**config.mk**
```make
export PLATFORM = sky130hd
export DESIGN_NAME = tensor_stream_builder
export DESIGN_NICKNAME = d
export VERILOG_FILES = /design/src/rtl/tensor_stream_builder.sv
export SDC_FILE = /design/constraint.sdc
export NUM_CORES = 1
export LEC_CHECK = 0
export ABC_AREA = 1
export BUFFER_PORTS_ARGS = -buffer_cell sky130_fd_sc_hd__buf_2
export CAP_MARGIN = 20
export CORE_UTILIZATION = 40
export DETAILED_ROUTE_END_ITERATION = 10
export PLACE_DENSITY = 0.61
export SYNTH_ARGS = -nofsm -noshare
export SYNTH_HDL_FRONTEND = slang
export SYNTH_SLANG_ARGS = --single-unit
```
**constraint.sdc**
```tcl
create_clock -name clk -period 2.3 [get_ports clk]
set_input_delay 0.23 -clock clk [delete_from_list [all_inputs] [get_ports clk]]
set_output_delay 0.23 -clock clk [all_outputs]
set_load 0.05 [all_outputs]
```
**src/rtl/tensor_stream_builder.sv**
```systemverilog
// rtl/tensor_stream_builder.sv - packs a scalar element stream into ROWSxCOLS tensors
// Two ping-pong banks let one tensor fill while the other is held for the consumer.
module tensor_stream_builder #(
  parameter int WIDTH = 17,
  parameter int ROWS  = 3,
  parameter int COLS  = 3,
  localparam int FCW  = $clog2(ROWS*COLS+1)
) (
  input  logic                                   clk,
  input  logic                                   rst,
  input  logic                                   s_valid,
  output logic                                   s_ready,
  input  logic [WIDTH-1:0]                       s_data,
  input  logic                                   flush,
  output logic                                   m_valid,
  input  logic                                   m_ready,
  output logic [ROWS-1:0][COLS-1:0][WIDTH-1:0]   m_tensor,
  output logic [FCW-1:0]                         fill_count
);

  localparam int N  = ROWS*COLS;
  localparam int RW = (ROWS > 1) ? $clog2(ROWS) : 1;
  localparam int CW = (COLS > 1) ? $clog2(COLS) : 1;

  typedef logic [ROWS-1:0][COLS-1:0][WIDTH-1:0] tensor_t;

  tensor_t        bank_q [2];
  logic [1:0]     full_q, full_d;
  logic           wr_bank_q, wr_bank_d;
  logic           rd_bank_q, rd_bank_d;
  logic [RW-1:0]  row_q, row_d;
  logic [CW-1:0]  col_q, col_d;
  logic [FCW-1:0] fill_q, fill_d;

  logic do_accept;
  logic do_release;
  logic last_elem;

  assign s_ready    = !rst && !flush && !full_q[wr_bank_q];
  assign m_valid    = full_q[rd_bank_q];
  assign m_tensor   = m_valid ? bank_q[rd_bank_q] : '0;
  assign fill_count = fill_q;

  assign do_accept  = s_valid && s_ready;
  assign do_release = m_valid && m_ready;
  assign last_elem  = (fill_q == FCW'(N-1));

  // Accept and release never touch the same bank: accept needs it EMPTY, release needs it FULL.
  always_comb begin
    full_d    = full_q;
    wr_bank_d = wr_bank_q;
    rd_bank_d = rd_bank_q;
    row_d     = row_q;
    col_d     = col_q;
    fill_d    = fill_q;
    if (flush) begin
      row_d  = '0;
      col_d  = '0;
      fill_d = '0;
    end else if (do_accept) begin
      if (last_elem) begin
        full_d[wr_bank_q] = 1'b1;
        wr_bank_d         = ~wr_bank_q;
        row_d             = '0;
        col_d             = '0;
        fill_d            = '0;
      end else begin
        fill_d = fill_q + 1'b1;
        if (col_q == CW'(COLS-1)) begin
          col_d = '0;
          row_d = row_q + 1'b1;
        end else begin
          col_d = col_q + 1'b1;
        end
      end
    end
    if (do_release) begin
      full_d[rd_bank_q] = 1'b0;
      rd_bank_d         = ~rd_bank_q;
    end
  end

  always_ff @(posedge clk) begin
    if (rst) begin
      bank_q[0] <= '0;
      bank_q[1] <= '0;
      full_q    <= '0;
      wr_bank_q <= 1'b0;
      rd_bank_q <= 1'b0;
      row_q     <= '0;
      col_q     <= '0;
      fill_q    <= '0;
    end else begin
      if (do_accept) begin
        bank_q[wr_bank_q][row_q][col_q] <= s_data;
      end
      full_q    <= full_d;
      wr_bank_q <= wr_bank_d;
      rd_bank_q <= rd_bank_d;
      row_q     <= row_d;
      col_q     <= col_d;
      fill_q    <= fill_d;
    end
  end

endmodule

```
=== Word level (Yosys, flattened, before mapping) ===
Memories as Yosys holds them, arrays and structs flattened. A register that Yosys moved wholly into a read port is not among the register bits.
Index checks and enable logic that the tools add are counted.
Widths: inputs -> output; s select.

* Register bits: 12
* Latch bits: 0
* Memory bits (writable): 306
* Bits in read-only memories: 0
* Input port bits: 22
* Output and inout bits: 159
* Logic and storage cells: 74
* Memories: 1

* Add/subtract/negate cells: 3
* Multiply operators: 0
* Div/mod/pow operators: 0
* Magnitude comparators: 8
* Equality and inequality tests: 2
* Shift-type cells: 0
* Muxes and demuxes: 32
* Bitwise operators: 6
* Reductions and logical operators: 16

{| class="wikitable"
|+ Memory list
! memory !! depth !! width !! read ports !! clocked after memory_dff !! wr ports !! line !! RTL
|-
| bank_q || 2 || 153 || 1 || 1 || 2 || 27 || <nowiki>tensor_t bank_q [2];</nowiki>
|}

{| class="wikitable"
|+ Operators by type and width
! operator !! count
|-
| $mux 153 || 4
|-
| $reduce_or 153->1 || 1
|-
| $demux 51 s2 || 1
|-
| $mux 51 || 1
|-
| $demux 17 s2 || 1
|-
| $mux 17 || 1
|-
| $mux 2 || 8
|-
| $mux 1 || 13
|-
| $logic_and 1x1->1 || 8
|-
| $lt 2x3->1 const B || 2
|-
| $add 2x1->2 const B || 2
|-
| $add 4x1->4 const B || 1
|-
| $eq 4x4->1 const B || 1
|-
| $ge 2x1->1 const B || 2
|-
| $lt 1x2->1 const B || 2
|-
| $mux 4 || 1
|-
| $logic_not 1->1 || 3
|-
| $not 1->1 || 3
|-
| $reduce_and 3->1 || 1
|-
| $and 2x2->2 || 1
|-
| $demux 1 s1 || 2
|-
| $eq 2x2->1 const B || 1
|-
| $ge 1x1->1 const B || 2
|-
| $not 2->2 || 1
|-
| 4 further kinds || 4
|}

=== Logic depth before layout (Yosys ltp) ===
* Depth after elaboration: 10
* Mapped depth: 10
* Depth with buffers taken out: 9

=== Worst setup path after synthesis ===
OpenSTA, ideal clock, no wires.

* Kind: register to output
* Start: register rd_bank_q
* End: output port m_tensor[143] in the netlist's numbering
* Arrival: 1.837 ns
* Required time: 2.070 ns
* Setup slack: 0.233 ns
* Cell stages (with the launch flop): 8
* Path buffers: 2
* Path through: dfxtp_1 > inv_1 > nand2_1 > nand2_1 > clkbuf_1 > clkbuf_1 > nand2_1 > inv_1

{| class="wikitable"
|+ RTL lines
! item !! line !! RTL
|-
| start, declared || 30 || <nowiki>logic rd_bank_q, rd_bank_d;</nowiki>
|-
| start signal, assigned || 99 || <nowiki>rd_bank_q <= rd_bank_d;</nowiki>
|-
| end, declared || 17 || <nowiki>output logic [ROWS-1:0][COLS-1:0][WIDTH-1:0] m_tensor,</nowiki>
|}

==> flow_metrics.py <==
metrics = {
    "sta": {
        "slew_headroom": 0.331,
        "setup_violations": 0,
        "fmax_ghz": 0.443,
        "hold_viol": 0,
        "drv_slew": 0,
        "rsz0062_at_grt": "yes",
        "worst_pin_slew_ps": 998,
        "fin_hold_ws_ps": 26.0,
        "period_share": 0.982,
        "finClkSkew_ps": 7.26,
        "min_period_ps": 2260,
    },
    "synthesis": {
        "yosys.area_share.xor_xnor": 0.000586,
        "synthTopCellsByCount": "306 x edfxtp_1, 300 x nor2_1, 195 x nand2_1",
        "yosys-top-cells-area": "edfxtp_1 61%, mux2_2 12%, nor2_1 7.5%",
        "syn_avg_cell_area_sq_um": 11.4,
        "synth_compound_area_frac": 0.00469,
        "synth_warnings": 0,
        "synth_fa_ha_area_frac": 0.00419,
        "synth-edff-count": 306,
        "yosysMostFrequentCell": "edfxtp_1",
        "synthMuxAreaShare": 0.115,
        "synth-simple-area-share": 0.167,
        "seq_area_frac_synth": 0.632,
        "synth.top_cell.area_share": 0.615,
        "yosysUniqueCellTypes": 27,
        "syn_nets": 1339,
        "netlist_instances": 1312,
        "netlist_area_sq_um": 14900,
        "synth-main-ff-cell": "edfxtp_1",
        "ys_ff_latch": 319,
        "synth_top_family_by_area": "simple AND/OR/NAND/NOR gates",
        "synthArstFlopShare": 0,
        "netlist.top_cell.by_area": "edfxtp_1",
    },
    "global_route": {
        "antenna_found_initial": 0,
        "grt_max_degree": 71,
        "grt_pass1_wl_microns": 54300,
        "grt_usage": 0.187,
        "grt_pass1_vias": 9320,
        "grt_overflow": 0,
    },
    "cts": {
        "postCtsSetupBuffers": 0,
        "htreeDepth": 1,
        "clockBufferDepth": 3,
        "clk_latency_ps": 540,
        "clk_pin_slew_ps": 60,
        "numClockSinks": 319,
        "root_buffer": "clkbuf_16",
        "cts_tree": "built",
        "numCtsBuffers": 31,
    },
    "die": {
        "die_x_microns": 195,
        "ios": 181,
        "rows": 70,
        "die_h_microns": 195,
        "die-area_sq_um": 38100,
        "core_area_sq_um": 36700,
        "start_util": 0.407,
    },
    "power_and_ir_drop": {
        "p_leak_uw": 0.00833,
        "power_density_nw_per_um2": 699,
        "p_total_uw": 12300,
        "vdd_drop_max_mv": 0.623,
    },
    "detailed_routing": {
        "antenna_left": 0,
        "wl_microns": 35600,
        "avgViaCountPerCell": 4.79,
        "drc": 0,
        "num_vias": 9561,
        "dr.first_iter.drc_count": 625,
        "drt-pass1-iter-count": 5,
        "wl_per_cell_microns": 17.8,
    },
    "hold_path": {
        "hold_path.class": "input pin to flop",
    },
    "setup_path": {
        "worstPathArrival_ps": 2030,
        "critPathMaxFanout": 59,
        "cp_data_required_time_ps": 2070,
        "startpoint_type": "flop",
        "path_class": "flop to output port",
        "end_kind": "output port",
    },
    "final_layout": {
        "fillers": 3373,
        "layout-drive-gt1-share": 0.318,
        "syn2layout_area_growth_pct": 17.2,
        "insertedDiodeCount": 0,
        "layout.nets": 1535,
        "fin_cells": 1998,
        "postLayoutCoreUtil": 0.478,
    },
    "status": {
        "run_status": "completed",
    },
    "place": {
        "portBuffers": 180,
        "dp_cells": 1941,
        "gp_congestion": 0.786,
        "hpwl_microns": 23100,
    },
    "flow_run": {
        "cap_violations": 0,
    },
}
==> report_power, final <==
group	leakage (uW)	internal, uW	switching, uW
Sequential	0.00327	6540	56.0
Clock	0.000435	2580	2030
Combinational	0.00463	301	752
Total	0.00833	9420	2840
==> cells in the final DEF (no fill, tap or decap), drive strengths merged <==
cell         count
o21ai            5
a21oi            9
clkinv          27
inv            170
bufinv           1
clkbuf          45
nand3            6
buf            240
ha               5
nand2          197
mux2           153
dfxtp           13
edfxtp         306
nor2           330
dlygate4sd3      2
xnor2            1
nand4           20
==> flip-flops by register name (all words and copies together) (netlist names), named ones only <==
name,flops
bank_q,306
col_q,2
fill_count,4
full_q,2
rd_bank_q,1
row_q,2
wr_bank_q,1
==> routing by layer <==
layer  vias up  GRT usage  part of all wire
met5         -          0                 0
met4         0     0.0365             0.015
met3        36     0.0244             0.048
met2       232      0.326              0.50
met1      4660      0.251              0.44
li1       4633          -                 -
==> path summary, 6_finish.rpt <==
kind                                 endpoint       from  slack [ps]  depth (start not counted)
worst min-delay path            fill_count[1]        rst          30                          4
worst max-delay path             m_tensor[50]       flop          40                          5
worst max register to register  bank_q[0][51]  wr_bank_q         400                          8
worst min register to register       col_q[1]   col_q[1]         470                          2
==> metrics by stage <==
stage / TNS [ps] / instance area [sq um] / setup slack (ps)
after floorplan: 0 / 14900 / 233
after global routing: -297 / 17500 / -46.2
after CTS: 0 / 17500 / 5.10
after global placement: 0 / 16600 / 311
final: 0 / 17500 / 40.5
after detailed placement: 0 / 16600 / 277
==> layout make-up <==
| cell class | count | area, sq um | share of cell area |
|---|---|---|---|
| Clock buffer | 43 | 821 | 0.0468 |
| Clock inverter | 12 | 78.8 | 0.00450 |
| Inverter | 186 | 698 | 0.0398 |
| Multi-Input combinational cell | 726 | 4380 | 0.250 |
| Sequential cell | 319 | 9450 | 0.539 |
| Tap cell | 468 | 586 | 0.0334 |
| Timing Repair Buffer | 244 | 1510 | 0.0861 |
==> worst max-delay path, cell delays in order, from the launching register on <==
cell	delay, ps
dfxtp_4	390
buf_12	320
mux2_2	380
nand2_1	110
inv_1	60
buf_2	210
==> cell families (layout without fill, tap and decap cells) <==
group                    after synthesis  after routing
AO/OA/AOI/OAI                         14             14
flip-flops                           319            319
buffers and inverters                267            485
adder cells (fa/ha/maj)                5              5
AND/OR/NAND/NOR                      553            553
XOR/XNOR                               1              1
multiplexers                         153            153
==> what timing repair did <==
action	CTS	global route
endpoints found under the hold margin	3	0
pin swaps	0	0
cloned	0	0
hold buffers	2	0
setup endpoints to repair	5	25
resized for setup	5	5
(Power assumes the default switching activity.)
